===== config.mk =====
export PLATFORM = sky130hd
export DESIGN_NAME = block_collector
export DESIGN_NICKNAME = d
export VERILOG_FILES = /design/src/rtl/block_collector.sv
export SDC_FILE = /design/constraint.sdc
export NUM_CORES = 1
export LEC_CHECK = 0
export BUFFER_PORTS_ARGS = -buffer_cell sky130_fd_sc_hd__buf_2
export CAP_MARGIN = 0
export CORE_MARGIN = 2
export CORE_UTILIZATION = 55
export CTS_CLUSTER_SIZE = 25
export DETAILED_ROUTE_END_ITERATION = 6
export GPL_TIMING_DRIVEN = 0
export PLACE_DENSITY = 0.75
export SYNTH_ARGS = -nofsm -noshare
export SYNTH_HDL_FRONTEND = slang
export SYNTH_SLANG_ARGS = --single-unit

===== constraint.sdc =====
create_clock -name clk -period 12.7 [get_ports clk]
set_input_delay 0.635 -clock clk [delete_from_list [all_inputs] [get_ports clk]]
set_output_delay 0.635 -clock clk [all_outputs]
set_load 0.005 [all_outputs]

===== src/rtl/block_collector.sv =====
// rtl/block_collector.sv - reorder buffer that re-serialises tagged lane results in sequence order
module block_collector #(
  parameter int BLOCK_WIDTH       = 32,
  parameter int NUM_LANES         = 4,
  parameter int SEQUENCE_ID_WIDTH = 8,
  parameter int ROB_DEPTH         = 8
) (
  input  logic                                          clk,
  input  logic                                          rst_n,
  input  logic [NUM_LANES-1:0][BLOCK_WIDTH-1:0]         lane_data,
  input  logic [NUM_LANES-1:0][SEQUENCE_ID_WIDTH-1:0]   lane_seq_id,
  input  logic [NUM_LANES-1:0]                          lane_valid,
  output logic [NUM_LANES-1:0]                          lane_ready,
  output logic [BLOCK_WIDTH-1:0]                        data_out,
  output logic                                          data_out_valid,
  input  logic                                          data_out_ready,
  output logic [$clog2(ROB_DEPTH):0]                    rob_count,
  output logic                                          seq_err
);

  localparam int IDX_W = $clog2(ROB_DEPTH);
  localparam int CNT_W = IDX_W + 1;

  logic [BLOCK_WIDTH-1:0]       slot_data_q [ROB_DEPTH];
  logic [BLOCK_WIDTH-1:0]       slot_data_d [ROB_DEPTH];
  logic [ROB_DEPTH-1:0]         slot_valid_q, slot_valid_d;
  logic [SEQUENCE_ID_WIDTH-1:0] expected_seq_q, expected_seq_d;
  logic [BLOCK_WIDTH-1:0]       data_out_q, data_out_d;
  logic                         data_out_valid_q, data_out_valid_d;
  logic [CNT_W-1:0]             rob_count_q, rob_count_d;
  logic                         seq_err_q, seq_err_d;

  logic [NUM_LANES-1:0][SEQUENCE_ID_WIDTH-1:0] lane_dist;
  logic [NUM_LANES-1:0][IDX_W-1:0]             lane_slot;
  logic [NUM_LANES-1:0]                        in_win;
  logic [IDX_W-1:0]                            head;
  logic                                        load_en;
  logic [CNT_W-1:0]                            acc_cnt;

  // Window decode and per-lane ready; lower lane wins a contested slot.
  always_comb begin
    lane_dist  = '0;
    lane_slot  = '0;
    in_win     = '0;
    lane_ready = '0;
    for (int i = 0; i < NUM_LANES; i++) begin
      lane_dist[i] = lane_seq_id[i] - expected_seq_q;
      in_win[i]    = lane_dist[i] < SEQUENCE_ID_WIDTH'(ROB_DEPTH);
      lane_slot[i] = lane_seq_id[i][IDX_W-1:0];
    end
    for (int i = 0; i < NUM_LANES; i++) begin
      if (lane_valid[i]) begin
        if (!in_win[i]) begin
          lane_ready[i] = 1'b1;
        end else begin
          lane_ready[i] = !slot_valid_q[lane_slot[i]];
          for (int j = 0; j < NUM_LANES; j++) begin
            if (j < i && lane_valid[j] && in_win[j] && lane_slot[j] == lane_slot[i])
              lane_ready[i] = 1'b0;
          end
        end
      end
    end
  end

  always_comb begin
    slot_data_d      = slot_data_q;
    slot_valid_d     = slot_valid_q;
    expected_seq_d   = expected_seq_q;
    data_out_d       = data_out_q;
    data_out_valid_d = data_out_valid_q;
    seq_err_d        = seq_err_q;
    acc_cnt          = '0;
    head             = expected_seq_q[IDX_W-1:0];
    load_en          = slot_valid_q[head] && (!data_out_valid_q || data_out_ready);

    for (int i = 0; i < NUM_LANES; i++) begin
      if (lane_valid[i] && lane_ready[i]) begin
        if (in_win[i]) begin
          slot_valid_d[lane_slot[i]] = 1'b1;
          slot_data_d[lane_slot[i]]  = lane_data[i];
          acc_cnt                    = acc_cnt + CNT_W'(1);
        end else begin
          seq_err_d = 1'b1;
        end
      end
    end

    // A written slot was empty and the released head is full, so they never collide.
    if (load_en) begin
      data_out_d         = slot_data_q[head];
      data_out_valid_d   = 1'b1;
      slot_valid_d[head] = 1'b0;
      expected_seq_d     = expected_seq_q + SEQUENCE_ID_WIDTH'(1);
    end else if (data_out_valid_q && data_out_ready) begin
      data_out_valid_d = 1'b0;
    end

    rob_count_d = rob_count_q + acc_cnt - CNT_W'(load_en);
  end

  always_ff @(posedge clk or negedge rst_n) begin
    if (!rst_n) begin
      for (int k = 0; k < ROB_DEPTH; k++) slot_data_q[k] <= '0;
      slot_valid_q     <= '0;
      expected_seq_q   <= '0;
      data_out_q       <= '0;
      data_out_valid_q <= 1'b0;
      rob_count_q      <= '0;
      seq_err_q        <= 1'b0;
    end else begin
      slot_data_q      <= slot_data_d;
      slot_valid_q     <= slot_valid_d;
      expected_seq_q   <= expected_seq_d;
      data_out_q       <= data_out_d;
      data_out_valid_q <= data_out_valid_d;
      rob_count_q      <= rob_count_d;
      seq_err_q        <= seq_err_d;
    end
  end

  assign data_out       = data_out_q;
  assign data_out_valid = data_out_valid_q;
  assign rob_count      = rob_count_q;
  assign seq_err        = seq_err_q;

endmodule


==> results of run 1 <==
-- layout by cell type, fill, tap and decap left out, types with 21 or more instances in the layout --
master     netlist  layout
nand2_1        318     318
dfrtp_1        310     310
a21oi_1        273     272
mux2i_1        236     236
o211ai_1       228     228
buf_2           71     211
a2bb2oi_1      193     193
clkbuf_1       144     153
nor2_1         123     123
mux4_2          70      70
clkbuf_2        61      61
a31oi_1         39      39
clkbuf_16        0      39
nand2b_1        37      37
o22ai_1         36      36
mux2_2          35      35
ha_1            34      34
a32o_1          33      33
o22a_1          32      32
nand3_1         26      26
buf_1           26      26
inv_1           23      23
nor3_1          21      21
-- final cells by class --
cell class                      count  area, µm²
Fill cell                        3667      15940
Multi-Input combinational cell   1910      14200
Sequential cell                   310       7757
Buffer                            311       1378
Clock buffer                       52       1065
Timing Repair Buffer              143      770.7
Tap cell                          539      674.4
Clock inverter                     15      146.4
Inverter                           25      93.84
Antenna cell                        4      10.01
-- power by group --
part	internal, W	total, W	switching (W)	leakage (nW)
clock	0.000631	0.00111	0.000484	0.602
combinational	0.00102	0.00218	0.00116	8.50
sequential	0.00141	0.00169	0.000277	4.05
-- critical path: cells and delay by family (launching register included) --
kind / cells / cell delay, ns
AO/OA/AOI/OAI: 8 / 1.64
XOR/XNOR: 2 / 0.29
adder cells (fa/ha/maj): 6 / 1.81
buffers and inverters: 8 / 3.06
flip-flops: 1 / 0.32
multiplexers: 1 / 0.15
AND/OR/NAND/NOR: 3 / 0.75
-- layer usage --
metal	up-vias	part of all wire	track usage
met2	2291	0.42	0.6773
met3	595	0.15	0.1804
li1	10000	-	-
met1	11920	0.36	0.5904
met5	-	0.00024	0
met4	4	0.071	0.2873
-- cells by family after synthesis --
family | synth area share
compound gates | 0.2631
xor+xnor | 0.01453
fa+ha+maj | 0.01901
buf+inv | 0.06281
flops | 0.3311
mux | 0.1849
simple gates | 0.1245
-- flip-flops by register name, summed over array words and instances (netlist names) --
signal          count
slot_data_q       256
seq_err             1
data_out           32
rob_count           4
slot_valid_q        8
data_out_valid      1
expected_seq_q      8
-- metrics by stage --
| step | instance area, µm² | util | worst slack (ns) | instances | hold slack, ns |
|---|---|---|---|---|---|
| 6_report | 26100 | 0.6208 | 4.584 | 3309 | 0.1213 |
| 5_1_grt | 26090 | 0.6207 | 4.480 | 3307 | 0.1882 |
| 4_1_cts | 26080 | 0.6204 | 4.872 | 3305 | 0.1504 |
| 3_5_place_dp | 24870 | 0.5916 | 4.888 | 3238 | 0.4662 |
| 3_3_place_gp | 24810 | 0.5901 | 4.560 | 3236 | 0.4596 |
| 2_1_floorplan | 23430 | - | 6.656 | 2556 | 0.3394 |
-- path summary, 6_finish.rpt --
check	from	end	depth (start not counted)
setup / recovery	expected_seq_q[2]	rob_count[3]	28
max in group asynchronous	rst_n	slot_data_q[242]	2
hold / removal	rst_n	rob_count[3]	1
setup reg to reg	expected_seq_q[2]	rob_count[3]	28
hold reg to reg	expected_seq_q[5]	expected_seq_q[5]	1
min in group clk	data_out_ready	data_out_valid	2
==> flow_summary.toml, run 1 <==
[synthesis]
synth_ff_type = "dfrtp_1"
synth.avg_cell_area_um2 = 9.166
ys_types = 74
yosys-top-cells-count = "nand2_1 (318), dfrtp_1 (310), a21oi_1 (273)"
ys_seq_elements = 310
synth.cell_area_mm2 = 0.02343
async_reset_ff_frac = 1.000
ys_warn_count = 0
yosysTopAreaCell = "dfrtp_1"
syn_nets = 2758
synth_seq_area_share = 0.3311
synth.most_common_cell = "nand2_1"
synth.top_cell.area_share = 0.3311
synthCells = 2556
synth-edff-count = 0
synth_area_leaders = "dfrtp_1 (33%), mux2i_1 (10%), o211ai_1 (7.3%)"

[placement]
port-buffer-count = 141
dp_hpwl_um = 68780
place.gp.congestion = 1.020

[worst_hold_path]
hold_path_class = "in2async"

[clock_network]
clock_path_buffers = 3
post_cts_buffers = 0
numCtsBuffers = 38
cts_tree = "yes"
clk_pin_slew_ns = 0.06
hold_buffers = 0
cts_root_buffer = "clkbuf_16"
clock_sinks = 310
cts_resized = 0
clk-insertion-delay-late_ns = 0.60
htreeDepth = 2

[global_route]
grt_max_degree = 115
overflow = 0
grt_pass1_wl_um = 153000
grt_usage = 0.4679
antenna_found_initial = 7
grt_pass1_vias = 24070

[floorplan]
rows = 75
boundaryPins = 209
die-area_mm2 = 0.04426
die_y_um = 210.4
die_x_um = 210.4
start_util = 0.5573
core-area_mm2 = 0.04204

[drt]
wire_per_inst_um = 31.97
initialDrtViolationCount = 4032
via_per_inst = 7.498
firstDrtPassIters = 7
routed_wl_um = 105800
vias = 24810
postRouteAntennaNets = 0
drcViolationCount = 14

[sta]
fmax_mhz = 123.2
finalClockSkew_ns = 0.02545
drv_slew = 6
relSlewSlack = -0.02292
worst_pin_slew_ns = 1.520
fin_crit_sh = 0.6390
setup_viol = 0
rsz0062_at_grt = "no"
post-route-min-period_ns = 8.116
hold_violations = 0
tns_ns = 0

[worst_setup_path]
r2r_slack_ns = 4.58
path_class = "reg2reg"
cp-start-kind = "register"
cp-end-kind = "register"
cp_data_arrival_time_ns = 8.62
max_stage_delay_ns = 0.80
worst-path-max-fanout = 10
path_common_cell = "ha_1"
cp_data_required_time_ns = 13.20
critPathSlowestCell = "clkbuf_1"

[final_layout]
nets = 2941
final_layout_size_suffix_gt1_frac = 0.1703
area_delta_synth_final_pct = 11.40

[outcome]
violations = "design-rule violations, max-capacitance violations, max-slew violations"
status = "finished with violations"

[power_and_ir_drop]
peakVddDrop_mv = 0.1206
pwr_density_cell_mw_per_mm2 = 191.1
leakage_nw = 13.16
power_w = 0.004987

[flow_run]
max_cap_violations = 1
Power figures use the tool's default switching activity.
==> inputs of run 2 (changes only) <==
Clock period 12.7 ns to 7.7 ns, I/O delays scaled along.
==> flow_summary.toml, run 2 (synthesized netlist as in run 1, its figures left out) <==
[sta]
hold_violations = 0
relSlewSlack = -0.005768
tns_ns = 0
fin_crit_sh = 0.9505
drv_slew = 1
worst_pin_slew_ns = 1.495
post-route-min-period_ns = 7.319
fmax_mhz = 136.6
setup_viol = 0
rsz0062_at_grt = "no"
hold-worst-slack_ns = 0.009953
finalClockSkew_ns = 0.02107

[global_route]
grt_max_degree = 115
antenna_found_initial = 7
grt_usage = 0.4679
grt_pass1_vias = 24070
overflow = 0
grt_pass1_wl_um = 153000

[worst_setup_path]
r2r_slack_ns = 0.38
rr_startpoint = "expected_seq_q[2]"
path_class = "reg2reg"
path_common_cell = "ha_1"
cp_data_required_time_ns = 8.20
r2r_end = "rob_count[3]"
cp_data_arrival_time_ns = 7.82
worst_r2r_path_depth = 27
crit_buf_inv = 7
cp-start-kind = "register"
critPathSlowestCell = "clkbuf_2"
crit_family = "buffers and inverters"
max_stage_delay_ns = 0.77
worst-path-max-fanout = 19
cp-end-kind = "register"
critical_path.startpoint = "expected_seq_q[2]"

[worst_hold_path]
min_to = "data_out_valid"
worstHoldStart = "data_out_ready"
hold_path_class = "in2reg"
hold_path_depth = 2

[final_layout]
area_delta_synth_final_pct = 11.45
nets = 2941
largest_reg_flops = 256
mostFrequentLayoutCells = "nand2_1 (318), dfrtp_1 (310), a21oi_1 (272), mux2i_1 (236), o211ai_1 (228)"
layout_commonest_cell = "nand2_1"
final_util = 0.6211
largest-register = "slot_data_q"
final_layout_size_suffix_gt1_frac = 0.1706

[drt]
vias = 24830
via_per_inst = 7.498
postRouteAntennaNets = 0
routed_wl_um = 105600
drcViolationCount = 0
initialDrtViolationCount = 4100
wire_per_inst_um = 31.88
firstDrtPassIters = 6

[clock_network]
cts_root_buffer = "clkbuf_16"
clk-insertion-delay-late_ns = 0.59
clk_pin_slew_ns = 0.06
numCtsBuffers = 38
cts_tree = "yes"
clock_path_buffers = 3
clock_sinks = 310
htreeDepth = 2
post_cts_buffers = 0

[placement]
port-buffer-count = 141
dp_hpwl_um = 68780
place.gp.congestion = 1.020

[floorplan]
start_util = 0.5573
die_y_um = 210.4
die_x_um = 210.4
core-area_mm2 = 0.04204
rows = 75
boundaryPins = 209
die-area_mm2 = 0.04426

[outcome]
violations = "max-capacitance violations, max-slew violations"
status = "finished with violations"

[power_and_ir_drop]
leakage_nw = 13.16
pwr_density_cell_mw_per_mm2 = 314.4
peakVddDrop_mv = 0.2012
power_w = 0.008208

[flow_run]
max_cap_violations = 1
run 2: cell count changes in the layout (fill, tap and decap cells not counted):
| cell | previous run | this run |
|---|---|---|
| buf_1 | 26 | 25 |
| clkbuf_1 | 153 | 152 |
| clkbuf_2 | 61 | 62 |
| diode_2 | 4 | 6 |
| dlygate4sd3_1 | 0 | 1 |
run 2: cell type report:
class	instances	area (µm²)
antenna	6	15.01
buffer	310	1375
clock buffer	52	1065
clock inverter	15	146.4
fill	3661	15930
inverter	25	93.84
multi-input combinational	1910	14200
sequential	310	7757
tap	539	674.4
timing repair buffer	144	780.7
run 2: how the worst max path moves through the flow:
stage / slack (ns) / end / cells past startpoint
after CTS: 0.14 / rob_count[3] / 28
after global routing: 0.12 / rob_count[3] / 28
final: 0.38 / rob_count[3] / 27
after floorplan: 1.66 / rob_count[3] / 28
after detailed placement: -0.11 / rob_count[3] / 28
after global placement: -0.19 / slot_data_q[48] / 1
run 2: power by group:
group	internal (W)	leakage [nW]	switching (W)	total, W
Sequential	0.00233	4.05	0.000456	0.00278
Clock	0.00104	0.602	0.000791	0.00183
Combinational	0.00169	8.51	0.00190	0.00359
run 2: what timing repair did:
action / in CTS / in global routing
hold buffers: 1 / 0
resized for setup: 1 / 0
hold endpoints to repair: 92 / 0
setup endpoints to repair: 1 / 1
run 2: through the flow:
step                worst slack, ns  cell area [µm²]  std cells
floorplan                     1.656            23430       2556
global placement            -0.1904            24810       3236
detailed placement          -0.1118            24870       3238
CTS                          0.1421            26100       3306
global route                 0.1246            26100       3307
finish                       0.3810            26110       3311
run 2: layer usage:
metal | share of wire | vias to the layer above | GRT usage
met5 | 0.00022 | - | 0
met4 | 0.072 | 4 | 0.2873
met3 | 0.15 | 599 | 0.1804
met2 | 0.42 | 2342 | 0.6773
met1 | 0.36 | 11880 | 0.5904
li1 | - | 10000 | -
